==> src/rtl/qif_pkg.sv <==
// Shared types and constants for the QIF neuron datapath.
// Combinational helpers only; no latency of its own.
// No flow control; the helpers are used inside per-clock datapaths.
package qif_pkg;

  localparam int I_W = 8;
  localparam int V_W = 8;

  typedef logic signed [I_W-1:0] cur_t;

  localparam cur_t CUR_MAX = cur_t'(127);
  localparam cur_t CUR_MIN = cur_t'(-128);

  // Clamp a wide signed value into the cur_t range.
  function automatic cur_t sat_clamp(input logic signed [31:0] x);
    cur_t r;
    if (x > 32'(CUR_MAX)) begin
      r = CUR_MAX;
    end else if (x < 32'(CUR_MIN)) begin
      r = CUR_MIN;
    end else begin
      r = x[I_W-1:0];
    end
    return r;
  endfunction

endpackage

==> src/rtl/qif_synapse_if.sv <==
// Spike, weight-programming and current-output bundle for qif_synapse.
// Pure wiring; no latency.
// No handshake: every spike bit present at a clock edge is consumed.
interface qif_synapse_if #(
  parameter int N_SYN = 4
);
  import qif_pkg::*;

  localparam int AW = $clog2(N_SYN);

  logic [N_SYN-1:0] spike_in;
  logic             w_we;
  logic [AW-1:0]    w_addr;
  cur_t             w_data;
  logic             cnt_clr;
  cur_t             I_syn;
  logic             sat;
  logic [7:0]       spike_cnt;

  modport master (
    output spike_in, w_we, w_addr, w_data, cnt_clr,
    input  I_syn, sat, spike_cnt
  );

  modport slave (
    input  spike_in, w_we, w_addr, w_data, cnt_clr,
    output I_syn, sat, spike_cnt
  );

endinterface

==> src/rtl/qif_weight_rf.sv <==
// Signed weight file with one write port and a combinational spike-masked sum.
// Write takes effect at the clock edge; wsum_o is combinational from current weights.
// No backpressure; a write is accepted every cycle it is enabled.
module qif_weight_rf
  import qif_pkg::*;
#(
  parameter  int N_SYN = 4,
  localparam int AW    = $clog2(N_SYN),
  localparam int SW    = I_W + AW + 2
) (
  input  logic                 clk,
  input  logic                 rst_n,
  input  logic                 we_i,
  input  logic [AW-1:0]        addr_i,
  input  cur_t                 data_i,
  input  logic [N_SYN-1:0]     spike_i,
  output logic signed [SW-1:0] wsum_o
);

  cur_t w_q [N_SYN];

  // Weight storage; cleared by reset, so weights must be reprogrammed after it.
  always_ff @(posedge clk or negedge rst_n) begin
    if (!rst_n) begin
      for (int i = 0; i < N_SYN; i++) begin
        w_q[i] <= '0;
      end
    end else if (we_i) begin
      w_q[addr_i] <= data_i;
    end
  end

  // Sum of the weights whose spike bit is set; reads pre-write values.
  always_comb begin
    wsum_o = '0;
    for (int i = 0; i < N_SYN; i++) begin
      if (spike_i[i]) begin
        wsum_o = wsum_o + {{(SW-I_W){w_q[i][I_W-1]}}, w_q[i]};
      end
    end
  end

endmodule

==> src/rtl/qif_synapse.sv <==
// Weighted spike integration into an exponentially decaying, saturated current.
// One-cycle latency: a spike sampled at edge n is visible on I_syn after edge n.
// No backpressure; all spikes and writes are consumed at every clock edge.
module qif_synapse
  import qif_pkg::*;
#(
  parameter int N_SYN       = 4,
  parameter int DECAY_SHIFT = 2
) (
  input logic           clk,
  input logic           rst_n,
  qif_synapse_if.slave  bus
);

  localparam int AW = $clog2(N_SYN);
  localparam int SW = I_W + AW + 2;
  localparam int PW = AW + 1;
  localparam logic signed [SW-1:0] NXT_MAX = SW'(CUR_MAX);
  localparam logic signed [SW-1:0] NXT_MIN = SW'(CUR_MIN);

  cur_t                 i_syn_q, i_syn_d;
  logic                 sat_q, sat_d;
  logic [7:0]           cnt_q, cnt_d;
  logic signed [SW-1:0] wsum;
  logic signed [SW-1:0] nxt;
  cur_t                 decay;
  logic [PW-1:0]        pop;
  logic [8:0]           cnt_sum;

  qif_weight_rf #(.N_SYN(N_SYN)) u_rf (
    .clk     (clk),
    .rst_n   (rst_n),
    .we_i    (bus.w_we),
    .addr_i  (bus.w_addr),
    .data_i  (bus.w_data),
    .spike_i (bus.spike_in),
    .wsum_o  (wsum)
  );

  // Decay term; a positive current always loses at least 1 so it reaches zero.
  always_comb begin
    decay = i_syn_q >>> DECAY_SHIFT;
    if (!i_syn_q[I_W-1] && (i_syn_q != '0) && (decay == '0)) begin
      decay = cur_t'(1);
    end
  end

  // Next current at full width, then clamp and flag any clipping.
  always_comb begin
    nxt = {{(SW-I_W){i_syn_q[I_W-1]}}, i_syn_q}
        - {{(SW-I_W){decay[I_W-1]}}, decay}
        + wsum;
    i_syn_d = sat_clamp(32'(nxt));
    sat_d   = (nxt > NXT_MAX) || (nxt < NXT_MIN);
  end

  // Number of spikes arriving this cycle.
  always_comb begin
    pop = '0;
    for (int i = 0; i < N_SYN; i++) begin
      pop = pop + PW'(bus.spike_in[i]);
    end
  end

  // Saturating spike counter; clear wins and drops this cycle's spikes.
  always_comb begin
    cnt_sum = {1'b0, cnt_q} + 9'(pop);
    if (bus.cnt_clr) begin
      cnt_d = '0;
    end else if (cnt_sum[8]) begin
      cnt_d = 8'hFF;
    end else begin
      cnt_d = cnt_sum[7:0];
    end
  end

  // Output and counter registers.
  always_ff @(posedge clk or negedge rst_n) begin
    if (!rst_n) begin
      i_syn_q <= '0;
      sat_q   <= 1'b0;
      cnt_q   <= '0;
    end else begin
      i_syn_q <= i_syn_d;
      sat_q   <= sat_d;
      cnt_q   <= cnt_d;
    end
  end

  assign bus.I_syn     = i_syn_q;
  assign bus.sat       = sat_q;
  assign bus.spike_cnt = cnt_q;

endmodule

==> src/flat_wrapper.sv <==
// flat-port wrapper written by rule: the top's interface ports become plain ports
module qif_synapse_flat import qif_pkg::*;
#(
  parameter int N_SYN       = 4,
  parameter int DECAY_SHIFT = 2
)
  (clk, rst_n, bus_spike_in, bus_w_we, bus_w_addr, bus_w_data, bus_cnt_clr, bus_I_syn, bus_sat, bus_spike_cnt);
  qif_synapse_if #(.N_SYN(N_SYN)) bus_i ();
  input logic clk;
  input logic rst_n;
  input wire logic [$bits(bus_i.spike_in)-1:0] bus_spike_in;
  input wire logic [$bits(bus_i.w_we)-1:0] bus_w_we;
  input wire logic [$bits(bus_i.w_addr)-1:0] bus_w_addr;
  input wire logic [$bits(bus_i.w_data)-1:0] bus_w_data;
  input wire logic [$bits(bus_i.cnt_clr)-1:0] bus_cnt_clr;
  output wire logic [$bits(bus_i.I_syn)-1:0] bus_I_syn;
  output wire logic [$bits(bus_i.sat)-1:0] bus_sat;
  output wire logic [$bits(bus_i.spike_cnt)-1:0] bus_spike_cnt;
  assign bus_i.spike_in = bus_spike_in;
  assign bus_i.w_we = bus_w_we;
  assign bus_i.w_addr = bus_w_addr;
  assign bus_i.w_data = bus_w_data;
  assign bus_i.cnt_clr = bus_cnt_clr;
  assign bus_I_syn = bus_i.I_syn;
  assign bus_sat = bus_i.sat;
  assign bus_spike_cnt = bus_i.spike_cnt;
  qif_synapse #(.N_SYN(N_SYN), .DECAY_SHIFT(DECAY_SHIFT)) u_core (.clk(clk), .rst_n(rst_n), .bus(bus_i));
endmodule
==> config.mk <==
export PLATFORM = sky130hd
export DESIGN_NAME = qif_synapse_flat
export DESIGN_NICKNAME = d
export VERILOG_FILES = /design/src/rtl/qif_pkg.sv /design/src/rtl/qif_synapse_if.sv /design/src/rtl/qif_weight_rf.sv /design/src/rtl/qif_synapse.sv /design/src/flat_wrapper.sv
export SDC_FILE = /design/constraint.sdc
export NUM_CORES = 1
export LEC_CHECK = 0
export CORE_AREA = 8 8 103 105
export DETAILED_ROUTE_END_ITERATION = 8
export DIE_AREA = 0 0 111 113
export GPL_ROUTABILITY_DRIVEN = 0
export GPL_TIMING_DRIVEN = 1
export PLACE_DENSITY = 0.77
export SLEW_MARGIN = 25
export SYNTH_ARGS = -nofsm -noshare
export SYNTH_HDL_FRONTEND = slang
export SYNTH_HIERARCHICAL = 1
export SYNTH_SLANG_ARGS = --single-unit
==> constraint.sdc <==
create_clock -name clk -period 6.14 [get_ports clk]
set_clock_uncertainty 0.15 [all_clocks]
set_input_delay 0.921 -clock clk [delete_from_list [all_inputs] [get_ports clk]]
set_output_delay 0.921 -clock clk [all_outputs]
set_load 0.02 [all_outputs]
==> results.cfg <==
[timing]
worstMarginPinSlew_ps = 835
setup_total_negative_slack_ps = -5900
hold_violations = 0
final-setup-viol-count = 9
grt_setup_unrepaired = yes
final_min_period_ps = 6850
fin_crit_sh = 1.12
fin_ws_ps = -711
max-slew-margin-rel = 0.441
maxSlewViolCount = 0
achievable-frequency_mhz = 146

[logic_synthesis]
yosys.area_share.xor_xnor = 0.0730
synth_edf_count = 0
ys_seq_elements = 49
syn-num-nets = 597
synth.cells.most_frequent = 50 x sky130_fd_sc_hd__ha_1, 49 x sky130_fd_sc_hd__dfrtp_1, 40 x sky130_fd_sc_hd__mux2_2, 39 x sky130_fd_sc_hd__nand2_1
synth_compound_area_frac = 0.224
synth_area_um2 = 4780
synthDominantAreaCellType = sky130_fd_sc_hd__dfrtp_1
largest_family_of_logic_cells_by_synthesized_area = compound AO/OA/AOI/OAI gates
total_number_of_yosys_warnings = 6
synthMostInstantiatedCell = sky130_fd_sc_hd__ha_1
netlist-cell-type-count = 69
synth_adder_area_share = 0.164
synth_sequential_area_ratio = 0.257
synth_top_area_frac = 0.257
dominantRegCellSynth = sky130_fd_sc_hd__dfrtp_1
synthCells = 521
async_reset_ff_frac = 1.00
netlist_top_cells_area = sky130_fd_sc_hd__dfrtp_1 26%, sky130_fd_sc_hd__ha_1 13%, sky130_fd_sc_hd__mux2_2 9.4%, sky130_fd_sc_hd__xnor2_1 5.3%, sky130_fd_sc_hd__a21oi_1 3.5%
synth.avg_cell_area_um2 = 9.17
synth-simple-area-share = 0.144
synth.area.mux_share = 0.104

[route]
routed-via-count = 4638
drt-pass1-iter-count = 5
viasPerCell = 5.90
postRouteWirelength_um = 13900
detailed_router_s_first_iteration_violation_count = 202
ant_nets = 0
detail_route.drc_violations = 0
routedWlPerCell_um = 17.6

[outcome]
status = complete, but fails checks
violations = setup timing

[placed_design]
sum_of_net_half_perimeters_after_detailed_placement_um = 9840
place.detailed.instances = 762
portBuffers = 34

[global_route]
grt_first_pass_wirelength_um = 21600
grt_ovf = 0
antenna_violations_before_repair = 0
globalRouteTotalUtil = 0.201
grt_max_degree = 50
grt_pass1_vias = 4681

[cts]
cts.path.max_buffers = 2
root_buffer = sky130_fd_sc_hd__clkbuf_8
cts_buffers = 5
cts.hold.buffers_added = 0
clk_transition_reported_paths_ps = 90
clkLatencyLatePin_ps = 310
tritoncts = yes
clock_sink_count = 49
htree_num_levels = 2

[worst_setup_path]
reg2reg_depth = 32
worst_setup_path_start_kind = input pin
path_max_fanout = 7
cp_slowest_cell = sky130_fd_sc_hd__ha_1
worst_ep_arrival_time_ps = 6920
reg2reg_from = u_core/u_rf/w_q[24]
critPathMaxStageDelay_ps = 380
type_of_element_capturing_the_critical_path = register
crit-reg2reg-capture = u_core/bus.sat
regToRegSetupSlack_ps = -420
critical_path_required_time_ps = 6210
worst_setup_path_endpoint = u_core/bus.sat
worstSetupStartpoint = bus_spike_in[0]
critPathKind = in2reg

[floorplan]
ioPinCount = 35
floorplan.rows = 35
die_height_um = 113
die_x_um = 111
floorplan.core_area_um2 = 8980
floorplan.initialDensity = 0.532
dieArea_um2 = 12500

[worst_hold_path]
hp_class = reg2reg

[layout]
finalNetCount = 751
fin_util = 0.739
drive_above_1_share = 0.373
register_area_um2 = 1230
layoutNonFillerInstCount = 786
antenna_cells = 0
filler_cell_count = 584
multi_input_comb_area_um2 = 3790
area.growth.synth_to_final_pct = 38.7

[flow_run]
max_cap_violations = 0
## metal layers
layer / routed length, um / global-route usage / up-vias
met5: 0 / 0 / -
met4: 342 / 0.0694 / 0
met2: 7090 / 0.349 / 123
met1: 5930 / 0.249 / 2265
li1: - / - / 2215
met3: 494 / 0.0249 / 35
## timing repair
action,4_1_cts,5_1_grt
gates resized for setup,31,37
hold endpoints to repair,0,0
pin swaps,31,26
setup endpoints to repair,9,9
setup buffers,12,6
## final cells by class
type                            count  share of cell area
Clock buffer                        5              0.0104
Timing Repair Buffer              156               0.191
Tap cell                          111              0.0209
Clock inverter                      2             0.00245
Multi-Input combinational cell    429               0.571
Sequential cell                    49               0.185
Inverter                           34              0.0192
## worst min-delay path by stage
stage / slack [ps] / from / endpoint / depth (start not counted)
after floorplan: 320 / u_core/u_rf/w_q[29] / u_core/u_rf/w_q[29] / 1
after global placement: 330 / u_core/u_rf/w_q[29] / u_core/u_rf/w_q[29] / 1
after detailed placement: 350 / u_core/u_rf/w_q[11] / u_core/u_rf/w_q[11] / 1
after CTS: 380 / u_core/u_rf/w_q[11] / u_core/u_rf/w_q[11] / 1
after global routing: 390 / u_core/u_rf/w_q[5] / u_core/u_rf/w_q[5] / 1
final: 370 / u_core/u_rf/w_q[11] / u_core/u_rf/w_q[11] / 1
## sequential cells by signal (all words and copies together) (netlist names)
register,cells
u_core/bus.I_syn,8
u_core/bus.sat,1
u_core/bus.spike_cnt,8
u_core/u_rf/w_q,32
## metrics by stage
step	hold slack, ps	area (um^2)	worst slack (ps)
after CTS	377	6410	-437
final	373	6630	-711
after global placement	334	6090	-1270
after floorplan	323	4870	-560
after detailed placement	354	6090	-1490
after global routing	389	6630	-911
## critical path, delay by kind of cell
| kind | cells | cell delay, ps |
|---|---|---|
| buffers and inverters | 7 | 870 |
| muxes | 2 | 470 |
| AOI/OAI and AO/OA | 10 | 1650 |
| and+or+nand+nor | 6 | 910 |
| adders and majority gates | 5 | 1500 |
| xor gates and xnor gates | 3 | 580 |
## placed cells by master (no fill, tap or decap), types with 5 or more instances in the layout
cell type and count:
sky130_fd_sc_hd__ha_4 7, sky130_fd_sc_hd__nor3_1 7, sky130_fd_sc_hd__nand3_1 10, sky130_fd_sc_hd__nor2_1 28, sky130_fd_sc_hd__nand2b_1 6, sky130_fd_sc_hd__a21o_1 8, sky130_fd_sc_hd__o211ai_1 7, sky130_fd_sc_hd__fa_1 7
sky130_fd_sc_hd__a21oi_2 9, sky130_fd_sc_hd__inv_1 30, sky130_fd_sc_hd__nand2_1 37, sky130_fd_sc_hd__ha_1 40, sky130_fd_sc_hd__buf_4 120, sky130_fd_sc_hd__mux2_2 40, sky130_fd_sc_hd__o21ai_1 13, sky130_fd_sc_hd__o21bai_1 5
sky130_fd_sc_hd__o21a_1 16, sky130_fd_sc_hd__xnor2_1 24, sky130_fd_sc_hd__a21oi_1 25, sky130_fd_sc_hd__xnor2_2 5, sky130_fd_sc_hd__clkdlybuf4s50_1 32, sky130_fd_sc_hd__clkbuf_8 5, sky130_fd_sc_hd__nor2b_1 5, sky130_fd_sc_hd__dfrtp_1 49
sky130_fd_sc_hd__o21ai_0 23, sky130_fd_sc_hd__a211oi_1 6, sky130_fd_sc_hd__xor2_1 8, sky130_fd_sc_hd__o21ai_2 5
## cell families after synthesis
| family | Yosys count |
|---|---|
| multiplexers | 44 |
| AND/OR/NAND/NOR | 132 |
| AO/OA/AOI/OAI | 156 |
| adder cells (fa/ha/maj) | 58 |
| flip-flops | 49 |
| buffers and inverters | 43 |
| XOR/XNOR | 39 |
Power is not shown: default switching activity piles up to over one toggle a cycle in this logic, so the estimate is an artifact.
